### config.mk
export PLATFORM = sky130hd
export DESIGN_NAME = pwm_capture_flat
export DESIGN_NICKNAME = d
export VERILOG_FILES = /design/src/rtl/pwm_pkg.sv /design/src/rtl/pwm_capture_if.sv /design/src/rtl/pwm_capture_sync_edge.sv /design/src/rtl/pwm_capture.sv /design/src/flat_wrapper.sv
export SDC_FILE = /design/constraint.sdc
export NUM_CORES = 1
export LEC_CHECK = 0
export CORE_ASPECT_RATIO = 0.7
export CORE_MARGIN = 4
export CORE_UTILIZATION = 55
export CTS_BUF_LIST = sky130_fd_sc_hd__clkbuf_4
export DETAILED_ROUTE_END_ITERATION = 6
export PLACE_DENSITY = 0.8
export SLEW_MARGIN = 20
export SYNTH_ARGS = -nofsm -noshare
export SYNTH_HDL_FRONTEND = slang
export SYNTH_HIERARCHICAL = 1
export SYNTH_SLANG_ARGS = --single-unit
### constraint.sdc
create_clock -name clk -period 2.4 [get_ports clk]
set_input_delay 0.72 -clock clk [delete_from_list [all_inputs] [get_ports clk]]
set_output_delay 0.72 -clock clk [all_outputs]
set_load 0.005 [all_outputs]
### src/rtl/pwm_pkg.sv
// Package shared by the PWM capture block and the PWM generator.
// Holds the capture FSM state type and the default counter width / timeout.
package pwm_pkg;

  localparam int unsigned PWM_CNT_W   = 32;
  localparam int unsigned PWM_TIMEOUT = 50_000_000;

  typedef enum logic [1:0] {
    IDLE      = 2'd0,
    WAIT_RISE = 2'd1,
    MEAS_HIGH = 2'd2,
    MEAS_LOW  = 2'd3
  } pwm_cap_state_t;

endpackage

### src/rtl/pwm_capture_if.sv
// Capture-side bundle for pwm_capture.
//   cap_en    : capture enable (driven by the master)
//   pwm_in    : asynchronous waveform to be measured (driven by the master)
//   period_o  : last measured period in clk cycles
//   high_o    : last measured high time in clk cycles
//   valid_o   : one-cycle strobe when period_o/high_o update
//   timeout_o : sticky stall flag
// master = the side that drives cap_en/pwm_in; slave = pwm_capture itself.
interface pwm_capture_if
  import pwm_pkg::*;
#(
  parameter int unsigned CNT_W = PWM_CNT_W
) ();

  logic             cap_en;
  logic             pwm_in;
  logic [CNT_W-1:0] period_o;
  logic [CNT_W-1:0] high_o;
  logic             valid_o;
  logic             timeout_o;

  modport master (
    output cap_en, pwm_in,
    input  period_o, high_o, valid_o, timeout_o
  );

  modport slave (
    input  cap_en, pwm_in,
    output period_o, high_o, valid_o, timeout_o
  );

endinterface

### src/rtl/pwm_capture_sync_edge.sv
// pwm_sync_edge: brings the asynchronous PWM input into the clk domain and
// produces single-cycle rise/fall strobes.
//   clk, rst : clock and synchronous active-high reset
//   pwm_in   : asynchronous input
//   level    : synchronized (and optionally filtered) level
//   rise     : one-cycle strobe on a 0->1 transition of level
//   fall     : one-cycle strobe on a 1->0 transition of level
// Macro PWM_CAPTURE_GLITCH_FILTER_EN inserts a stability filter after the
// synchronizer: the level only changes once the new value has been seen for
// FILT_LEN consecutive cycles (adds FILT_LEN cycles of latency to each edge).
module pwm_sync_edge
  import pwm_pkg::*;
#(
  parameter int unsigned FILT_LEN = 4
) (
  input  logic clk,
  input  logic rst,
  input  logic pwm_in,
  output logic level,
  output logic rise,
  output logic fall
);

  if (FILT_LEN == 0) begin : g_filt_len_check
    $error("pwm_sync_edge: FILT_LEN must be at least 1");
  end

  logic sync1_q, sync1_d;
  logic sync2_q, sync2_d;
  logic edge_q,  edge_d;
  logic lvl;

  assign sync1_d = pwm_in;
  assign sync2_d = sync1_q;

  always_ff @(posedge clk) begin
    if (rst) begin
      sync1_q <= 1'b0;
      sync2_q <= 1'b0;
      edge_q  <= 1'b0;
    end else begin
      sync1_q <= sync1_d;
      sync2_q <= sync2_d;
      edge_q  <= edge_d;
    end
  end

`ifdef PWM_CAPTURE_GLITCH_FILTER_EN
  localparam int unsigned FC_W = (FILT_LEN < 2) ? 1 : $clog2(FILT_LEN);

  logic            filt_q, filt_d;
  logic [FC_W-1:0] fcnt_q, fcnt_d;

  // fcnt counts how many consecutive cycles sync2 has disagreed with the
  // filtered level; the level flips on the FILT_LEN-th such cycle.
  always_comb begin
    filt_d = filt_q;
    fcnt_d = '0;
    if (sync2_q != filt_q) begin
      if (fcnt_q == FC_W'(FILT_LEN - 1)) begin
        filt_d = sync2_q;
      end else begin
        fcnt_d = fcnt_q + FC_W'(1);
      end
    end
  end

  always_ff @(posedge clk) begin
    if (rst) begin
      filt_q <= 1'b0;
      fcnt_q <= '0;
    end else begin
      filt_q <= filt_d;
      fcnt_q <= fcnt_d;
    end
  end

  assign lvl = filt_q;
`else
  assign lvl = sync2_q;
`endif

  assign edge_d = lvl;
  assign level  = lvl;
  assign rise   = lvl & ~edge_q;
  assign fall   = ~lvl & edge_q;

endmodule

### src/rtl/pwm_capture.sv
// pwm_capture: measures period and high time of an asynchronous PWM input.
//   clk, rst : clock and synchronous active-high reset (reset wins over all)
//   bus      : pwm_capture_if slave -- cap_en/pwm_in in,
//              period_o/high_o/valid_o/timeout_o out
// A measurement runs rise-to-rise: the counter restarts at 1 after every
// rise, the fall snapshots the high time, and the next rise publishes the
// result. A stalled waveform sets the sticky timeout_o flag.
// Macro PWM_CAPTURE_GLITCH_FILTER_EN enables the input glitch filter inside
// pwm_sync_edge; measured values for clean inputs are identical either way.
module pwm_capture
  import pwm_pkg::*;
#(
  parameter int unsigned CNT_W    = PWM_CNT_W,
  parameter int unsigned TIMEOUT  = PWM_TIMEOUT,
  parameter int unsigned FILT_LEN = 4
) (
  input  logic            clk,
  input  logic            rst,
  pwm_capture_if.slave    bus
);

  localparam logic [CNT_W-1:0] TMO = CNT_W'(TIMEOUT);

  logic level, rise, fall, rise_ev;

  pwm_sync_edge #(
    .FILT_LEN (FILT_LEN)
  ) u_sync_edge (
    .clk    (clk),
    .rst    (rst),
    .pwm_in (bus.pwm_in),
    .level  (level),
    .rise   (rise),
    .fall   (fall)
  );

  // A rise strobe always coincides with level high; qualifying on both keeps
  // the measurement anchored to the same signal the strobe was derived from.
  assign rise_ev = rise & level;

  pwm_cap_state_t   state_q,   state_d;
  logic [CNT_W-1:0] cnt_q,     cnt_d;
  logic [CNT_W-1:0] hi_q,      hi_d;
  logic [CNT_W-1:0] period_q,  period_d;
  logic [CNT_W-1:0] high_q,    high_d;
  logic             valid_q,   valid_d;
  logic             timeout_q, timeout_d;
  logic             at_limit;

  assign at_limit = (cnt_q == TMO);

  always_comb begin
    state_d   = state_q;
    hi_d      = hi_q;
    period_d  = period_q;
    high_d    = high_q;
    valid_d   = 1'b0;
    timeout_d = timeout_q;

    if (state_q == IDLE) begin
      cnt_d = '0;
    end else if (rise_ev) begin
      cnt_d = CNT_W'(1);
    end else if (!at_limit) begin
      cnt_d = cnt_q + CNT_W'(1);
    end else begin
      cnt_d = cnt_q;
    end

    if (!bus.cap_en) begin
      state_d   = IDLE;
      cnt_d     = '0;
      timeout_d = 1'b0;
    end else begin
      unique case (state_q)
        IDLE: begin
          state_d = WAIT_RISE;
        end
        WAIT_RISE: begin
          if (rise_ev) state_d = MEAS_HIGH;
        end
        MEAS_HIGH: begin
          if (fall) begin
            hi_d    = cnt_q;
            state_d = MEAS_LOW;
          end else if (at_limit) begin
            timeout_d = 1'b1;
            state_d   = WAIT_RISE;
          end
        end
        MEAS_LOW: begin
          if (rise_ev) begin
            period_d  = cnt_q;
            high_d    = hi_q;
            valid_d   = 1'b1;
            timeout_d = 1'b0;
            state_d   = MEAS_HIGH;
          end else if (at_limit) begin
            timeout_d = 1'b1;
            state_d   = WAIT_RISE;
          end
        end
        default: state_d = IDLE;
      endcase
    end
  end

  always_ff @(posedge clk) begin
    if (rst) begin
      state_q   <= IDLE;
      cnt_q     <= '0;
      hi_q      <= '0;
      period_q  <= '0;
      high_q    <= '0;
      valid_q   <= 1'b0;
      timeout_q <= 1'b0;
    end else begin
      state_q   <= state_d;
      cnt_q     <= cnt_d;
      hi_q      <= hi_d;
      period_q  <= period_d;
      high_q    <= high_d;
      valid_q   <= valid_d;
      timeout_q <= timeout_d;
    end
  end

  assign bus.period_o  = period_q;
  assign bus.high_o    = high_q;
  assign bus.valid_o   = valid_q;
  assign bus.timeout_o = timeout_q;

endmodule

### src/flat_wrapper.sv
// flat-port wrapper written by rule: the top's interface ports become plain ports
module pwm_capture_flat import pwm_pkg::*;
#(
  parameter int unsigned CNT_W    = PWM_CNT_W,
  parameter int unsigned TIMEOUT  = PWM_TIMEOUT,
  parameter int unsigned FILT_LEN = 4
)
  (clk, rst, bus_cap_en, bus_pwm_in, bus_period_o, bus_high_o, bus_valid_o, bus_timeout_o);
  pwm_capture_if #(.CNT_W(CNT_W)) bus_i ();
  input  logic clk;
  input  logic rst;
  input wire logic [$bits(bus_i.cap_en)-1:0] bus_cap_en;
  input wire logic [$bits(bus_i.pwm_in)-1:0] bus_pwm_in;
  output wire logic [$bits(bus_i.period_o)-1:0] bus_period_o;
  output wire logic [$bits(bus_i.high_o)-1:0] bus_high_o;
  output wire logic [$bits(bus_i.valid_o)-1:0] bus_valid_o;
  output wire logic [$bits(bus_i.timeout_o)-1:0] bus_timeout_o;
  assign bus_i.cap_en = bus_cap_en;
  assign bus_i.pwm_in = bus_pwm_in;
  assign bus_period_o = bus_i.period_o;
  assign bus_high_o = bus_i.high_o;
  assign bus_valid_o = bus_i.valid_o;
  assign bus_timeout_o = bus_i.timeout_o;
  pwm_capture #(.CNT_W(CNT_W), .TIMEOUT(TIMEOUT), .FILT_LEN(FILT_LEN)) u_core (.clk(clk), .rst(rst), .bus(bus_i));
endmodule
==> results.yml <==
setup_path:
  critical_path.max_stage_delay_ns: 0.82
  crit_path_end_kind: "flip-flop"
  cp.required_ns: 2.85
  cp.arrival_ns: 2.70
  path_class: "reg -> reg"
  crit_path_start: "u_core/cnt_q[8]"
  cp-start-kind: "flip-flop"
  cpLargestDelayFamily: "simple AND/OR/NAND/NOR gates"
  reg2reg_from: "u_core/cnt_q[8]"
  crit_slowest_cell: "or4_1"
  critical_path.max_fanout: 13
  path_buf_inv: 0
  worst-r2r-setup-slack_ns: 0.15
  worstPathCellList: "nand4_1, or4_1, nor4_1, mux2i_1"
cts:
  clock_sinks: 135
  numCtsBuffers: 17
  clockBufferDepth: 2
  cts-hold-fix-buffers: 0
  clkTransAtPathRegs_ns: 0.11
  cts_setup_buffers: 0
  htreeDepth: 4
  clock_latency_ns: 0.52
  cts_tree: "done"
  ctsResizeCount: 0
  cts_root_buffer: "clkbuf_4"
die:
  initial_core_util: 0.570
  coreArea_um2: 9180
  rows: 29
  die_area_um2: 11200
  ios: 70
  die-height_um: 89.6
  fp.dieW_um: 125
detailed_routing:
  wirelength_mm: 12.5
  ant_nets: 0
  firstDrtPassIters: 6
  vias: 4719
  wire_per_inst_um: 14.6
  drc: 0
  drtIter0Drc: 501
  vias_per_cell: 5.52
sta:
  drv_slew: 0
  finalCriticalPeriod_ns: 2.25
  fin_ws_ns: 0.153
  max_freq_mhz: 445
  finalClockSkew_ns: 0.0144
  slew_headroom: 0.584
  fin_crit_sh: 0.936
  setup_tns_ns: 0
  worst_pin_slew_ns: 0.623
  setup_viol: 0
  hold_violations: 0
  rsz0062_at_grt: "no"
yosys:
  synth_edf_count: 0
  syn_nets: 667
  syn_inst: 661
  synth_ff_type: "dfxtp_1"
  async_reset_ff_frac: 0
  synth_area_um2: 5240
  yosysWarnings: 6
  avgSynthCellArea_um2: 7.92
  synth_cell_types: 40
  synth_seq_cells: 135
  yosysSeqAreaShare: 0.516
power:
  power.density_cell_area_nw_per_um2: 569
  ir_drop_uv: 528
  p_leak_nw: 1.96
global_route:
  grt_use_total: 0.226
  antenna_found_initial: 0
  grt_pass1_vias: 4503
  grt_pass1_wl_mm: 20.5
  overflow: 0
  grt_max_degree: 66
place:
  place_congestion: 0.927
  dp_hpwl_mm: 8.77
  pre_cts_slack_ns: 0.120
  io_buffers: 69
job:
  maxCapViolations: 0
layout:
  n_fill_cell: 758
  layout-drive-gt1-share: 0.0793
  num_antenna_cells: 0
  area_delta_synth_final_pct: 21.1
  final_nets: 726
run_status:
  status: "finished, final reports clean"
worst_hold_path:
  min_from: "u_core/u_sync_edge/sync1_q"
  hp-class: "reg -> reg"
worst register-to-register path: stages (launching register included):
cell and delay [ns]:
dfxtp_1 0.51, nand4_1 0.29, or4_1 0.82, nor4_1 0.35, mux2i_1 0.22
cell usage after synthesis (2+ instances only):
cell	instances	area (µm²)
nand2_1	211	792
dfxtp_1	135	2700
a21oi_1	110	551
clkbuf_1	42	158
nor2_1	20	75.1
nand4_1	12	75.1
nor3_1	12	60.1
nand3_1	11	55.1
inv_1	10	37.5
nand2b_1	8	50.1
xnor2_1	8	70.1
mux2i_1	7	70.1
nor2b_1	7	43.8
o21ai_0	7	35.0
or4_1	7	52.6
buf_2	6	30.0
nor4_1	6	37.5
or3_1	6	37.5
and3_1	5	31.3
o31ai_1	4	30.0
and2_1	3	18.8
and4_1	2	17.5
buf_1	2	7.51
ha_1	2	25.0
nor4b_1	2	17.5
xor2_1	2	17.5
stage by stage:
step	area [µm²]	total power, W	std cells	hold WS [ns]	utilization
after CTS	6340	0.00363	855	0.458	0.690
final	6340	0.00361	855	0.449	0.690
after global routing	6340	0.00374	855	0.482	0.690
after floorplan	5240	0.00233	661	0.414	-
after detailed placement	6100	0.00235	825	0.432	0.665
after global placement	6100	0.00235	825	0.418	0.665
cell usage in the layout (no fill, tap or decap), types with 7 or more instances in the layout:
cell type          n
inv_1             10
clkbuf_4          20
nand2b_1           8
nor2b_1            7
nor2_1            20
buf_4             17
o21ai_0            7
dfxtp_1          135
or4_1              7
clkdlybuf4s50_1   68
mux2i_1            7
a21oi_1          110
nand3_1           10
nand4_1           12
nand2_1          211
nor3_1            12
xnor2_1            8
final timing paths:
| path | end | depth (start not counted) |
|---|---|---|
| max | u_core/cnt_q[25] | 4 |
| min | u_core/u_sync_edge/level | 1 |
| max reg2reg | u_core/cnt_q[25] | 4 |
| min reg2reg | u_core/u_sync_edge/level | 1 |
cell type report:
class	instances	area [µm²]	share of cell area
sequential	135	2700	0.426
multi-input combinational	465	2300	0.362
timing repair buffer	91	913	0.144
tap	124	155	0.0245
clock buffer	20	150	0.0237
clock inverter	10	83.8	0.0132
inverter	10	37.5	0.00592
cells by family after synthesis:
| logic type | after synthesis | synth area share |
|---|---|---|
| flops | 135 | 0.516 |
| mux | 8 | 0.0155 |
| compound gates | 128 | 0.129 |
| xor+xnor | 10 | 0.0167 |
| buf+inv | 61 | 0.0466 |
| fa+ha+maj | 2 | 0.00478 |
| simple gates | 317 | 0.271 |
registers in the layout (all words and copies together) (netlist names):
name                        cells
u_core/bus.high_o              32
u_core/bus.period_o            32
u_core/bus.timeout_o            1
u_core/bus.valid_o              1
u_core/cnt_q                   32
u_core/hi_q                    32
u_core/state_q                  2
u_core/u_sync_edge/edge_q       1
u_core/u_sync_edge/level        1
u_core/u_sync_edge/sync1_q      1
power by group:
group / internal [W] / total [W] / switching [W]
registers: 0.00224 / 0.00224 / 0.00000230
logic: 0.0000175 / 0.0000576 / 0.0000401
clock network: 0.000525 / 0.00131 / 0.000781
metal layers:
layer | GRT usage | up-vias | wire length [µm]
met2 | 0.400 | 133 | 6040
li1 | - | 2325 | -
met3 | 0.0556 | 25 | 677
met5 | 0 | - | 0
met4 | 0.0856 | 0 | 213
met1 | 0.273 | 2236 | 5580
Power figures use the tool's default switching activity.
